$ cat src/rtl/apb_cmd_initiator.sv
// APB3 initiator: converts single valid/ready commands into APB SETUP/ACCESS
// transfers and reports read data, slave error and timeout on a response port.
module apb_cmd_initiator #(
   parameter int ADDR_WIDTH = 8,
   parameter int DATA_WIDTH = 32,
   parameter int TIMEOUT    = 255
) (
   input  logic                  PCLK,
   input  logic                  PRESETN,
   input  logic                  cmd_valid,
   output logic                  cmd_ready,
   input  logic                  cmd_write,
   input  logic [ADDR_WIDTH-1:0] cmd_addr,
   input  logic [DATA_WIDTH-1:0] cmd_wdata,
   output logic                  rsp_valid,
   input  logic                  rsp_ready,
   output logic [DATA_WIDTH-1:0] rsp_rdata,
   output logic                  rsp_err,
   output logic                  rsp_timeout,
   output logic                  PSEL,
   output logic                  PENABLE,
   output logic                  PWRITE,
   output logic [ADDR_WIDTH-1:0] PADDR,
   output logic [DATA_WIDTH-1:0] PWDATA,
   input  logic [DATA_WIDTH-1:0] PRDATA,
   input  logic                  PREADY,
   input  logic                  PSLVERR
);

   localparam int CNT_W = $clog2(TIMEOUT + 1);
   localparam logic [CNT_W-1:0] CNT_LAST = CNT_W'(TIMEOUT - 1);

   typedef enum logic [1:0] {IDLE, SETUP, ACCESS, RESP} state_t;

   state_t state, state_next;

   logic [CNT_W-1:0]      wait_cnt, wait_cnt_next;
   logic                  psel_next, penable_next, pwrite_next;
   logic [ADDR_WIDTH-1:0] paddr_next;
   logic [DATA_WIDTH-1:0] pwdata_next;
   logic                  rsp_valid_next, rsp_err_next, rsp_timeout_next;
   logic [DATA_WIDTH-1:0] rsp_rdata_next;
   logic                  timed_out;

   assign cmd_ready = (state == IDLE);
   assign timed_out = (wait_cnt == CNT_LAST);

   always_ff @(posedge PCLK) begin
      if (!PRESETN) begin
         state <= IDLE;
      end else begin
         state <= state_next;
      end
   end

   always_comb begin
      state_next = state;
      case (state)
         IDLE:    if (cmd_valid) state_next = SETUP;
         SETUP:   state_next = ACCESS;
         ACCESS:  if (PREADY || timed_out) state_next = RESP;
         RESP:    if (rsp_ready) state_next = IDLE;
         default: state_next = IDLE;
      endcase
   end

   // PREADY is tested before the timeout so a late slave still wins on the last cycle.
   always_comb begin
      wait_cnt_next    = wait_cnt;
      pwrite_next      = PWRITE;
      paddr_next       = PADDR;
      pwdata_next      = PWDATA;
      rsp_valid_next   = rsp_valid;
      rsp_rdata_next   = rsp_rdata;
      rsp_err_next     = rsp_err;
      rsp_timeout_next = rsp_timeout;
      psel_next        = (state_next == SETUP) || (state_next == ACCESS);
      penable_next     = (state_next == ACCESS);
      case (state)
         IDLE: begin
            if (cmd_valid) begin
               pwrite_next   = cmd_write;
               paddr_next    = cmd_addr;
               pwdata_next   = cmd_wdata;
               wait_cnt_next = '0;
            end
         end
         ACCESS: begin
            if (PREADY) begin
               rsp_valid_next   = 1'b1;
               rsp_rdata_next   = PWRITE ? '0 : PRDATA;
               rsp_err_next     = PSLVERR;
               rsp_timeout_next = 1'b0;
            end else begin
               wait_cnt_next = wait_cnt + CNT_W'(1);
               if (timed_out) begin
                  rsp_valid_next   = 1'b1;
                  rsp_rdata_next   = '0;
                  rsp_err_next     = 1'b1;
                  rsp_timeout_next = 1'b1;
               end
            end
         end
         RESP: begin
            if (rsp_ready) rsp_valid_next = 1'b0;
         end
         default: ;
      endcase
   end

   always_ff @(posedge PCLK) begin
      if (!PRESETN) begin
         wait_cnt    <= '0;
         PSEL        <= 1'b0;
         PENABLE     <= 1'b0;
         PWRITE      <= 1'b0;
         PADDR       <= '0;
         PWDATA      <= '0;
         rsp_valid   <= 1'b0;
         rsp_rdata   <= '0;
         rsp_err     <= 1'b0;
         rsp_timeout <= 1'b0;
      end else begin
         wait_cnt    <= wait_cnt_next;
         PSEL        <= psel_next;
         PENABLE     <= penable_next;
         PWRITE      <= pwrite_next;
         PADDR       <= paddr_next;
         PWDATA      <= pwdata_next;
         rsp_valid   <= rsp_valid_next;
         rsp_rdata   <= rsp_rdata_next;
         rsp_err     <= rsp_err_next;
         rsp_timeout <= rsp_timeout_next;
      end
   end

endmodule

$ cat config.mk
export PLATFORM = sky130hd
export DESIGN_NAME = apb_cmd_initiator
export DESIGN_NICKNAME = d
export VERILOG_FILES = /design/src/rtl/apb_cmd_initiator.sv
export SDC_FILE = /design/constraint.sdc
export NUM_CORES = 1
export LEC_CHECK = 0
export ABC_CLOCK_PERIOD_IN_PS = 3630
export CORE_MARGIN = 3
export CORE_UTILIZATION = 45
export CTS_BUF_LIST = sky130_fd_sc_hd__clkbuf_4 sky130_fd_sc_hd__clkbuf_8
export CTS_CLUSTER_SIZE = 24
export DETAILED_ROUTE_END_ITERATION = 16
export DONT_BUFFER_PORTS = 1
export GPL_ROUTABILITY_DRIVEN = 0
export PLACE_DENSITY = 0.66
export SYNTH_ARGS = -nofsm -noshare
export SYNTH_HDL_FRONTEND = slang
export SYNTH_SLANG_ARGS = --single-unit
$ cat constraint.sdc
create_clock -name PCLK -period 3.63 [get_ports PCLK]
set_input_delay 0.5445 -clock PCLK [delete_from_list [all_inputs] [get_ports PCLK]]
set_output_delay 0.5445 -clock PCLK [all_outputs]
set_load 0.01 [all_outputs]
=== Yosys cells after proc, flatten, opt, wreduce, memory -nomap -nowiden ===
Cells that the tools add are included.

* Flip-flop bits (word level): 88
* Bits of input ports: 79
* Logic and storage cells: 48

* Eq/ne operators: 10
* Reductions and logical operators: 10
* Multiplexer cells: 16
* $add $sub $neg: 1

{| class="wikitable"
|+ Operators with widths
! kind !! count
|-
| $mux W32 || 3
|-
| $mux W8 || 2
|-
| $pmux W8 S2 || 1
|-
| $add A8 B1 Y8 const B || 1
|-
| $eq A8 B8 Y1 const B || 1
|-
| $pmux W2 S4 || 1
|-
| $eq A2 B2 Y1 const B || 3
|-
| $mux W2 || 3
|-
| $ne A2 B2 Y1 const B || 3
|-
| $reduce_and A3 Y1 || 2
|-
| $reduce_bool A2 Y1 || 3
|-
| $mux W1 || 5
|-
| $eq A2 B1 Y1 const B || 2
|-
| $reduce_and A2 Y1 || 2
|-
| $ne A3 B3 Y1 const B || 1
|-
| $logic_not A2 Y1 || 1
|-
| $logic_or A1 B1 Y1 || 2
|-
| $pmux W1 S2 || 1
|}

=== Depth between registers and ports, before layout ===
* Depth in word-level cells: 6
* Depth in mapped cells: 7
* Mapped depth without buffers: 7

=== Worst setup path after synthesis ===
OpenSTA, ideal clock, no wires.

* Path kind: in2reg
* From: in cmd_valid
* To: reg PENABLE
* Required time: 3515 ps
* Arrival: 1486 ps
* Library setup time: 115 ps
* Cell stages on the path: 6
* Path slack: 2029 ps
* Cell sequence: or3b_1 clkbuf_1 o21ai_1 nor3_1 ha_1 and2_1

* Word-level cells in the longest chain between the ends: 3

{| class="wikitable"
|+ RTL lines
! element !! line !! text
|-
| from (decl) || 10 || <nowiki>input logic cmd_valid,</nowiki>
|-
| $mux W2 || 59 || <nowiki>IDLE: if (cmd_valid) state_next = SETUP;</nowiki>
|-
| $pmux W2 S4 || 58 || <nowiki>case (state)</nowiki>
|-
| $eq A2 B2 Y1 || 78 || <nowiki>penable_next = (state_next == ACCESS);</nowiki>
|-
| net penable_next || 38 || <nowiki>logic psel_next, penable_next, pwrite_next;</nowiki>
|-
| to (signal assigned) || 126 || <nowiki>PENABLE <= penable_next;</nowiki>
|-
| to (decl) || 21 || <nowiki>output logic PENABLE,</nowiki>
|}

The timed path passes the listed nets, and every way through them passes these cells.
A chain may end at the register's enable or synchronous reset.

=== Worst setup path in the final report ===
* From: reg state[1]
* To: reg PSEL

* Word-level cells in the longest chain between the ends: 4
* Elaborated cells on any way between the ends: 11
* Those cells by class: eq/ne (5); mux (4); reduce/logical (2)

{| class="wikitable"
|+ RTL lines
! element !! line !! text
|-
| from (decl) || 35 || <nowiki>state_t state, state_next;</nowiki>
|-
| from (signal assigned) || 52 || <nowiki>state <= state_next;</nowiki>
|-
| $eq A2 B2 Y1 (tied with other cells) || 58 ||
|-
| $pmux W2 S4 * || 58 ||
|-
| $eq A2 B1 Y1 or $eq A2 B2 Y1 (tied branches) || 77 || <nowiki>psel_next = (state_next == SETUP) || (state_next == ACCESS);</nowiki>
|-
| $logic_or A1 B1 Y1 * || 77 ||
|-
| to (signal assigned) || 125 || <nowiki>PSEL <= psel_next;</nowiki>
|-
| to (decl) || 20 || <nowiki>output logic PSEL,</nowiki>
|}

Mark *: on every way between the ends. The rest lies on a longest branch, timed or not.

==> metrics.cfg <==
[final_layout]
final_common_cell=nand2_1
stdcell_count=427
fin_nets=408
final_cell_mix=89 x nand2_1, 88 x dfxtp_1, 35 x a21boi_0, 32 x a22o_1
area_growth_pct=7.20
ff_latch_area_um2=1760
fillers=676
antennaDiodeCount=0
final_core_util=0.504
multi_input_area_um2=1350
drive_above_1_share=0.0695

[sta]
max_slew.worst_pin.slew_ps=446
fin_crit_sh=0.537
slew_violations=0
fmax_ghz=0.513
period_needed_ps=1950
finalHoldViolations=0
relSlewSlack=0.700
fin_setup_tns_ps=0
setup_viol=0
rsz0062_at_grt=no
skew_ps=13.4

[synth]
synth_xor_area_frac=0.0162
yosysUniqueCellTypes=34
synth-seq-cells=88
seq_area_frac_synth=0.542
syn_nets=418
netlist_area_um2=3250
synth_top_family_by_area=compound AO/OA/AOI/OAI gates
avgSynthCellArea_um2=9.67
synthAdderAreaFrac=0.0116
synthMuxAreaShare=0
synthSimpleGateAreaFrac=0.166
yosysWarnings=0
synth-compound-area-share=0.220
netlist_instances=336

[setup_path]
reg2reg_from=state[1]
worstPathMaxFanout=43
required_ps=3910
critical_path_class=reg -> reg
cpPeakStageDelay_ps=570
crit_buf_inv=1
arrival_ps=2230
r2r_slack_ps=1680
cp-startpoint=state[1]
startpoint_type=flop
path_delay_family=flip-flops
rr_endpoint=PSEL
timing.critical_path.cells=or3b_1 > buf_4 > o21ai_1 > nor3_1 > ha_1 > nor2b_1
rr_worst_depth=6
worstSetupEndpointType=flop
cpMaxStageDelayCell=dfxtp_1

[grt]
gr-usage-all-layers=0.167
overflow=0
first_global_vias=2202
antenna_found_initial=0
grt_max_degree=54
grt_pass1_wl_um=11200

[min_path]
hold-path-endpoint=rsp_rdata[3]
min_path_type=in -> reg
hold_depth=1
holdCritStartpoint=PRDATA[3]

[die]
start_util=0.470
die_h_um=91.0
die_area_um2=8280
rows=30
core_um2=6910
ios=158
die_x_um=91.0

[clocking]
clockBufferDepth=2
postCtsSetupBuffers=0
cts-resized-gates=0
cts_sinks=88
cts_buffers=9
htreeDepth=3
clockRootBuffer=clkbuf_8
clk_pin_slew_worst_paths_ps=90
cts_tree=yes
cts_hold_buf=0
clk_latency_ps=350

[routing]
drt_iter0_markers=93
drc=0
ant_nets=0
drt_first_pass_iters=4
vias=2235
wl_per_cell_um=16.0
routed_wl_um=6830
drt-vias-per-instance=5.23

[pwr]
power_per_cell_area_nw_per_um2=562
peakVddDrop_uv=238
power_leakage_uw=0.00129
p_total_uw=1960

[place]
portBuffers=0
dp_hpwl_um=4760
dp_cells=411

[job]
maxCapViolations=0

[status]
status=finished, final reports clean

-- worst max-delay path by stage --
stage | to | slack, ps | cells past startpoint
6_report | PSEL | 1680 | 6
5_1_grt | PSEL | 1480 | 6
4_1_cts | PSEL | 1650 | 6
3_5_place_dp | PSEL | 1680 | 6
3_3_place_gp | PSEL | 1750 | 6
2_1_floorplan | PENABLE | 2030 | 6
-- logic make-up after synthesis --
| family | count (synthesis) |
|---|---|
| AOI/OAI and AO/OA | 89 |
| adders and majority gates | 3 |
| xor gates and xnor gates | 6 |
| and+or+nand+nor | 124 |
| DFF | 88 |
| buffers and inverters | 26 |
-- synthesized netlist by cell type --
| cell type | count | area, µm² |
|---|---|---|
| nor2_1 | 10 | 37.5 |
| a22o_1 | 32 | 280 |
| clkbuf_1 | 8 | 30.0 |
| o211a_1 | 1 | 10.0 |
| and3_1 | 1 | 6.26 |
| a21oi_1 | 2 | 10.0 |
| nor4_2 | 1 | 12.5 |
| a21boi_1 | 6 | 45.0 |
| nand4_1 | 1 | 6.26 |
| inv_1 | 2 | 7.51 |
| a21boi_0 | 35 | 263 |
| nand4_2 | 1 | 12.5 |
| nand2b_1 | 4 | 25.0 |
| a211oi_1 | 4 | 30.0 |
| and2_1 | 4 | 25.0 |
| nand3_1 | 2 | 10.0 |
| o31ai_1 | 1 | 7.51 |
| dfxtp_1 | 88 | 1760 |
| a22oi_1 | 2 | 15.0 |
| o21ai_1 | 1 | 5.00 |
| xnor2_1 | 6 | 52.6 |
| a21o_1 | 1 | 7.51 |
| o21bai_1 | 1 | 7.51 |
| or3b_1 | 1 | 8.76 |
| nand2_1 | 89 | 334 |
| nand4b_1 | 1 | 8.76 |
| o31a_1 | 1 | 8.76 |
| o21ai_0 | 1 | 5.00 |
| nor3_1 | 3 | 15.0 |
| buf_6 | 4 | 45.0 |
| ha_1 | 3 | 37.5 |
| o311a_4 | 1 | 21.3 |
| buf_2 | 12 | 60.1 |
| nor2b_1 | 6 | 37.5 |
-- where the power goes --
group,internal [µW],switching [µW],total (µW)
sequential,1020,63.9,1080
combinational,53.0,75.6,129
clock,395,354,749
-- sequential cells by signal (all words and copies together) (netlist names) --
register     count
state            2
PSEL             1
PADDR            8
wait_cnt         8
PENABLE          1
rsp_rdata       32
rsp_timeout      1
PWDATA          32
rsp_valid        1
PWRITE           1
rsp_err          1
-- routing by layer --
layer,routed length [µm],GRT usage,part of all wire,vias to the layer above
li1,-,-,-,1124
met1,2710,0.193,0.40,1027
met2,3360,0.269,0.49,75
met3,622,0.0754,0.091,9
met4,133,0.0641,0.019,0
met5,0,0,0,-
-- stage by stage --
| step | cell area [µm²] | hold WS (ps) | setup slack (ps) |
|---|---|---|---|
| 3_3_place_gp | 3260 | 497 | 1750 |
| 2_1_floorplan | 3250 | 479 | 2030 |
| 5_1_grt | 3480 | 292 | 1480 |
| 6_report | 3480 | 321 | 1680 |
| 3_5_place_dp | 3260 | 504 | 1680 |
| 4_1_cts | 3480 | 297 | 1650 |
-- final cells by class --
cell class / instances / share of cell area
well taps: 96 / 0.0345
flip-flops and latches: 88 / 0.506
repair buffers: 3 / 0.00647
clock inverters: 7 / 0.0287
inverters: 2 / 0.00216
clock buffers: 9 / 0.0356
multi-input cells: 222 / 0.387
(Power assumes the default switching activity.)
